`config.mk`:
```
export PLATFORM = sky130hd
export DESIGN_NAME = dm_refill_ctrl
export DESIGN_NICKNAME = d
export VERILOG_FILES = /design/src/rtl/dm_refill_ctrl.sv
export SDC_FILE = /design/constraint.sdc
export NUM_CORES = 1
export LEC_CHECK = 0
export BUFFER_PORTS_ARGS = -buffer_cell sky130_fd_sc_hd__buf_2
export CORE_AREA = 2 2 101 103
export CTS_BUF_LIST = sky130_fd_sc_hd__clkbuf_4
export CTS_CLUSTER_SIZE = 12
export DETAILED_ROUTE_END_ITERATION = 16
export DIE_AREA = 0 0 103 105
export HOLD_SLACK_MARGIN = 0.12
export PLACE_DENSITY_LB_ADDON = 0.08
export SLEW_MARGIN = 40
export SYNTH_ARGS = -nofsm -noshare
export SYNTH_HDL_FRONTEND = slang
export SYNTH_SLANG_ARGS = --single-unit
```
`constraint.sdc`:
```
create_clock -name clk -period 1.9 [get_ports clk]
set_clock_uncertainty 0.2 [all_clocks]
set_input_delay 0.095 -clock clk [delete_from_list [all_inputs] [get_ports clk]]
set_output_delay 0.095 -clock clk [all_outputs]
set_load 0.02 [all_outputs]
```
`src/rtl/dm_refill_ctrl.sv`:
```
// Miss-refill controller for a direct-mapped cache: fetches a full line word by word over a
// req/ack memory handshake, writes it into the data array, then commits the tag.
module dm_refill_ctrl #(
  parameter int unsigned ADDR_W  = 32,
  parameter int unsigned DATA_W  = 32,
  parameter int unsigned WORDS   = 4,
  parameter int unsigned INDEX_W = 4,
  parameter int unsigned TIMEOUT = 64
) (
  input  logic                                    clk,
  input  logic                                    rst,
  input  logic                                    miss_valid,
  input  logic [ADDR_W-1:0]                       miss_addr,
  output logic                                    miss_ready,
  output logic                                    mem_req,
  output logic [ADDR_W-1:0]                       mem_addr,
  input  logic                                    mem_ack,
  input  logic [DATA_W-1:0]                       mem_rdata,
  output logic                                    fill_we,
  output logic [INDEX_W-1:0]                      fill_index,
  output logic [$clog2(WORDS)-1:0]                fill_offset,
  output logic [DATA_W-1:0]                       fill_data,
  output logic [ADDR_W-INDEX_W-$clog2(WORDS)-3:0] fill_tag,
  output logic                                    fill_tag_we,
  output logic                                    fill_err,
  output logic [15:0]                             refill_count
);

  localparam int unsigned OFF_W = $clog2(WORDS);
  localparam int unsigned TAG_W = ADDR_W - INDEX_W - OFF_W - 2;
  localparam int unsigned CNT_W = (TIMEOUT > 1) ? $clog2(TIMEOUT) : 1;

  localparam logic [OFF_W-1:0]  WLast = OFF_W'(WORDS - 1);
  localparam logic [CNT_W-1:0]  TLast = CNT_W'(TIMEOUT - 1);
  // Clears the offset and byte fields to form the line base address.
  localparam logic [ADDR_W-1:0] LineMask = ~((ADDR_W'(1) << (OFF_W + 2)) - ADDR_W'(1));

  typedef enum logic [2:0] {StIdle, StReq, StWr, StDone, StErr} state_e;

  state_e             state_q, state_d;
  logic [OFF_W-1:0]   w_q, w_d;
  logic [CNT_W-1:0]   t_q, t_d;
  logic [ADDR_W-1:0]  base_q, base_d;
  logic [INDEX_W-1:0] index_q, index_d;
  logic [TAG_W-1:0]   tag_q, tag_d;
  logic [DATA_W-1:0]  data_q, data_d;
  logic [15:0]        count_q, count_d;

  always_ff @(posedge clk) begin
    if (rst) begin
      state_q <= StIdle;
      w_q     <= '0;
      t_q     <= '0;
      base_q  <= '0;
      index_q <= '0;
      tag_q   <= '0;
      data_q  <= '0;
      count_q <= '0;
    end else begin
      state_q <= state_d;
      w_q     <= w_d;
      t_q     <= t_d;
      base_q  <= base_d;
      index_q <= index_d;
      tag_q   <= tag_d;
      data_q  <= data_d;
      count_q <= count_d;
    end
  end

  always_comb begin
    state_d = state_q;
    w_d     = w_q;
    t_d     = t_q;
    base_d  = base_q;
    index_d = index_q;
    tag_d   = tag_q;
    data_d  = data_q;
    count_d = count_q;
    unique case (state_q)
      StIdle: begin
        if (miss_valid) begin
          state_d = StReq;
          w_d     = '0;
          t_d     = '0;
          base_d  = miss_addr & LineMask;
          index_d = miss_addr[OFF_W+2 +: INDEX_W];
          tag_d   = miss_addr[ADDR_W-1 -: TAG_W];
        end
      end
      StReq: begin
        // An ack in the final allowed cycle still wins over the timeout.
        if (mem_ack) begin
          data_d  = mem_rdata;
          state_d = StWr;
        end else if (t_q == TLast) begin
          state_d = StErr;
        end else begin
          t_d = t_q + 1'b1;
        end
      end
      StWr: begin
        if (w_q == WLast) begin
          state_d = StDone;
        end else begin
          w_d     = w_q + 1'b1;
          t_d     = '0;
          state_d = StReq;
        end
      end
      StDone: begin
        if (count_q != 16'hFFFF) count_d = count_q + 16'd1;
        state_d = StIdle;
      end
      StErr:   state_d = StIdle;
      default: state_d = StIdle;
    endcase
  end

  assign miss_ready   = (state_q == StIdle);
  assign mem_req      = (state_q == StReq);
  assign mem_addr     = base_q + ADDR_W'({w_q, 2'b00});
  assign fill_we      = (state_q == StWr);
  assign fill_index   = index_q;
  assign fill_offset  = w_q;
  assign fill_data    = data_q;
  assign fill_tag     = tag_q;
  assign fill_tag_we  = (state_q == StDone);
  assign fill_err     = (state_q == StErr);
  assign refill_count = count_q;

endmodule

```
### Word-level counts from Yosys, hierarchy flattened

Index checks and enable logic that the tools add are counted.

| word-level totals | value |
|---|---|
| register bits | 115 |
| output and inout bits | 115 |
| logic and storage cells | 46 |

| cells by class | value |
|---|---|
| add/sub/neg operators | 4 |
| equal/unequal tests | 12 |
| muxes and demuxes | 13 |
| reductions and logical operators | 9 |

Operators with widths:

| kind | count |
|---|---|
| 32-bit by 4-bit adder with 32-bit output | 1 |
| 6-bit 2-to-1 mux | 4 |
| 6-bit case mux with 3 select lines | 1 |
| 16-bit by 1-bit adder with 16-bit output (second input constant) | 1 |
| 16-bit inequality test (second input constant) | 1 |
| 3-bit 2-to-1 mux | 3 |
| 3-bit case mux with 3 select lines | 1 |
| 2-bit inequality test (second input constant) | 4 |
| 2-bit AND reduction | 4 |
| 6-bit by 1-bit adder with 6-bit output (second input constant) | 1 |
| 3-bit by 2-bit == test with 1-bit output (second input constant) | 2 |
| 6-bit == test (second input constant) | 1 |
| 2-bit 2-to-1 mux | 3 |
| 5-bit AND reduction | 1 |
| 2-bit case mux with 2 select lines | 1 |
| 3-bit by 1-bit == test with 1-bit output (second input constant) | 1 |
| 3-bit == test (second input constant) | 1 |
| 3-bit zero test | 1 |
| 3-bit by 1-bit inequality test with 1-bit output (second input constant) | 1 |
| 3-bit AND reduction | 1 |
| 3-bit nonzero test | 1 |
| 2-bit by 1-bit adder with 2-bit output (second input constant) | 1 |
| 2-bit == test (second input constant) | 1 |
| 2-bit nonzero test | 1 |

### Depth between registers and ports, before layout

| depth | value |
|---|---|
| depth after elaboration | 4 |
| gate-level depth with buffers | 9 |
| gate-level depth less buffers | 5 |

### Worst setup path after synthesis

OpenSTA, ideal clock, no wires.

| timing | value |
|---|---|
| path type | register to register |
| from | register state_q[0] |
| to | register base_q[7] |
| data arrival time | 1.696 ns |
| data required time | 1.568 ns |
| path slack | -0.129 ns |
| cell stages (with the launch flop) | 7 |
| path buffers | 2 |
| path through | dfxtp_1 > buf_2 > nor3_1 > nand2_1 > clkbuf_1 > nand2_1 > a21oi_1 |

| on the way | value |
|---|---|
| word-level cells in the longest chain between the ends | 2 |

RTL lines:

| what | line | text |
|---|---|---|
| from (decl) | 40 | `state_e state_q, state_d;` |
| from (signal assigned) | 51 | `state_q <= StIdle;` |
| from (signal assigned) | 60 | `state_q <= state_d;` |
| 3-bit zero test | - |  |
| named net miss_ready | 14 | `output logic miss_ready,` |
| 2-bit AND reduction (no source line) | - |  |
| to (signal assigned) | 63 | `base_q <= base_d;` |
| to (decl) | 43 | `logic [ADDR_W-1:0] base_q, base_d;` |

The timed path passes the listed nets, and every way through them passes these cells.
A chain may end at the register's enable or synchronous reset.

### Worst setup path after layout

| timing | value |
|---|---|
| from | register state_q[2] |
| to | output mem_req |

| on the way | value |
|---|---|
| word-level cells in the longest chain between the ends | 1 |

RTL lines:

| what | line | text |
|---|---|---|
| 3-bit by 1-bit == test with 1-bit output | 121 | `assign mem_req = (state_q == StReq);` |
| to (decl) | 15 | `output logic mem_req,` |

No other way between the ends.

==> run summary <==
status -> finished, final reports clean
Min-Delay Endpoint -> fill_tag[7]$_SDFFE_PP0P_
number of global-route vias before repair -> 3651
port buffer count -> 176
final net count -> 755
Post-Syn Instances -> 467
placer congestion estimate -> 0.7493
post-route ant nets -> 0
critical hold path startpoint -> miss_addr[15]
Worst-Margin Slew -> 0.5315 ns
DR vias -> 3920
core footprint -> 9639 um2
Final Core Density -> 56.14%
peak per-stage delay on the critical path -> 0.45 ns
clk slew on worst S/H paths -> 0.13 ns
die area -> 10820 um2
Worst IR Drop VDD -> 355.5 uV
root buf cell -> clkbuf_4
Hold Fails Final Rpt -> 0
post-synthesis async set-or-reset flop share -> 0%
unrepaired setup endpoints after global routing -> no
count of pins over their slew limit -> 0
critical path's slowest cell -> or3b_4
DR pass1 iterations -> 4
sequential element share of the synthesized area -> 45.91%
Reg2Reg Depth -> 5
via/cell ratio -> 4.775
reg2reg end -> refill_count[14]$_SDFFE_PP0P_
chip width -> 103 um
Final min period -> 1.816 ns
worst setup slack after layout -> 0.08367 ns
CP required -> 1.60 ns
Tcrit/Tclk final -> 95.60%
max_slew headroom -> 64.24%
CTS tree -> yes
Total Wirelength -> 10390 um
initial DRC count -> 142
type of the worst setup path -> flop to output pin
HP Class -> primary input to flop
ANT cells -> 0
Site Rows -> 36
cts bufs inserted -> 9
R2R Setup Slk -> 0.10 ns
H-tree depth -> 3
element type at the critical path end -> output pin
Post-Layout Cell Count -> 821
chip height -> 105 um
dpl hpwl -> 6747 um
placed cell count -> 741
pwr dens -> 657.1 nW/um2
Ys Warns -> 0
GRT Resource Usage Total -> 18.39%
crit path launch type -> flop
fillers -> 915
Clock Latency Late Sink -> 0.42 ns
Placement Setup Slack -> 0.06897 ns
Worst R2R Start -> refill_count[0]$_SDFFE_PP0P_
overall power -> 3.556 mW
area grow syn2layout -> 42.65%
number of flops mapped to enable cells by yosys -> 0
unique cell type count in the Yosys netlist -> 49
initial core utilization -> 39.36%
fmax -> 550.6 MHz
Seq cells post-synth -> 87
static leakage -> 2.478 nW
Worst EP arrival -> 1.52 ns
first-pass GRT wire length -> 16190 um
crit-path max FO -> 6
post-DR wirelength/cell -> 12.65 um
total grt overflow -> 0
crit-path cells -> or3b_4 -> clkinv_2 -> clkbuf_4
Hold Crit Depth -> 4
syn avg cell area -> 8.123 um2
DRC Markers -> 0
synthesized area -> 3794 um2
antenna violations before repair -> 0
share of cells above drive strength 1 -> 35.32%
# clock sinks -> 87
Fin Setup TNS -> 0 ns
Ports -> 183
largest net degree at the start of global routing -> 35
# setup viols final -> 0
Synth Flop Type -> dfxtp_1
clk buf depth -> 2
Max Cap Viol -> 0
## worst max-delay path: cells and delay by family, from the launching register on
family,cells,cell delay (ns)
buf+inv,2,0.27
flops,1,0.37
simple gates,1,0.45
## final cells by class
| type | count | area [um2] | area share [%] |
|---|---|---|---|
| Clock inverter | 5 | 26.28 | 0.4855 |
| Tap cell | 133 | 166.4 | 3.075 |
| Inverter | 4 | 16.27 | 0.3006 |
| Clock buffer | 10 | 75.07 | 1.387 |
| Timing Repair Buffer | 263 | 1707 | 31.54 |
| Sequential cell | 87 | 1750 | 32.35 |
| Multi-Input combinational cell | 319 | 1670 | 30.87 |
## synth_stat cells, types with 3 or more instances
library cell / n / area, um2
a21oi_1: 71 / 355.3
a21oi_2: 3 / 26.28
and3_1: 4 / 25.02
buf_2: 7 / 35.03
buf_4: 32 / 240.2
buf_8: 3 / 45.04
clkbuf_1: 15 / 56.30
dfxtp_1: 87 / 1742
ha_1: 3 / 37.54
inv_1: 3 / 11.26
mux2i_1: 3 / 30.03
nand2_1: 134 / 503.0
nand3_1: 7 / 35.03
nand4_1: 8 / 50.05
nor2_1: 14 / 52.55
nor2b_1: 5 / 31.28
nor3_1: 4 / 20.02
o211ai_1: 3 / 22.52
o21ai_0: 12 / 60.06
o311ai_0: 3 / 26.28
o31ai_1: 4 / 30.03
or3_1: 7 / 43.79
or4_1: 4 / 30.03
## metrics by stage
step,cell area (um2),hold WS [ns]
after floorplan,3805,0.03102
after global placement,4644,0.1351
after detailed placement,4644,0.1405
after CTS,5379,0.1965
after global routing,5411,0.2058
final,5411,0.2354
## layer usage
| metal | track usage, % | vias to the layer above | wire length [um] |
|---|---|---|---|
| li1 | - | 1993 | - |
| met1 | 22.32 | 1802 | 4619 |
| met2 | 30.98 | 120 | 5005 |
| met3 | 5.151 | 5 | 673 |
| met4 | 5.921 | 0 | 87 |
| met5 | 0 | - | 0 |
## repair_timing
item                                    CTS  global route
endpoints found under the setup margin    1            22
gates cloned                              0             1
pin swaps                                 0             1
gates resized for setup                   1            13
buffers inserted                          0             1
hold endpoints to repair                 84             0
hold buffers                             63             0
## flip-flops by register name, indices dropped and copies added (netlist names)
register,flops
base_q,1
fill_tag,24
refill_count,16
fill_data,32
fill_offset,2
t_q,6
fill_index,3
state_q,3
## logic make-up (layout without fill, tap and decap cells)
family	after synthesis	count (layout)	synth area share, %
multiplexers	6	6	1.781
adder cells (fa/ha/maj)	3	3	0.9896
buffers and inverters	63	282	10.95
flip-flops	87	87	45.91
AO/OA/AOI/OAI	104	104	15.50
other	1	2	0.09885
AND/OR/NAND/NOR	203	204	24.77
## report_power, final
group / internal (mW) / switching (mW)
combinational: 0.315 / 0.421
sequential: 1.90 / 0.0470
clock: 0.267 / 0.605
total: 2.48 / 1.07
## how the worst max path moves through the flow
stage / from / to / slack [ns] / cells after the start
after floorplan: state_q[0]$_SDFFE_PP0P_ / refill_count[6]$_SDFFE_PP0P_ / 0.006 / 6
after global placement: refill_count[0]$_SDFFE_PP0P_ / refill_count[14]$_SDFFE_PP0P_ / 0.1 / 5
after detailed placement: state_q[2]$_SDFFE_PP0P_ / fill_data[17]$_SDFFE_PP0P_ / 0.07 / 5
after CTS: refill_count[0]$_SDFFE_PP0P_ / refill_count[14]$_SDFFE_PP0P_ / 0.03 / 5
after global routing: refill_count[0]$_SDFFE_PP0P_ / refill_count[14]$_SDFFE_PP0P_ / 0.001 / 5
final: state_q[2]$_SDFFE_PP0P_ / mem_req / 0.08 / 3
## cell usage in the layout, fill, tap and decap left out, types with 7 or more instances in the layout
| master | count |
|---|---|
| a21oi_1 | 71 |
| nand4_1 | 8 |
| nand2_1 | 134 |
| dfxtp_2 | 7 |
| nor2_1 | 14 |
| clkbuf_4 | 11 |
| nand3_1 | 7 |
| buf_2 | 175 |
| o21ai_0 | 11 |
| dfxtp_1 | 80 |
| dlygate4sd3_1 | 63 |
| buf_4 | 23 |
| or3_1 | 7 |
No activity file was read; power rests on OpenSTA's default activity.
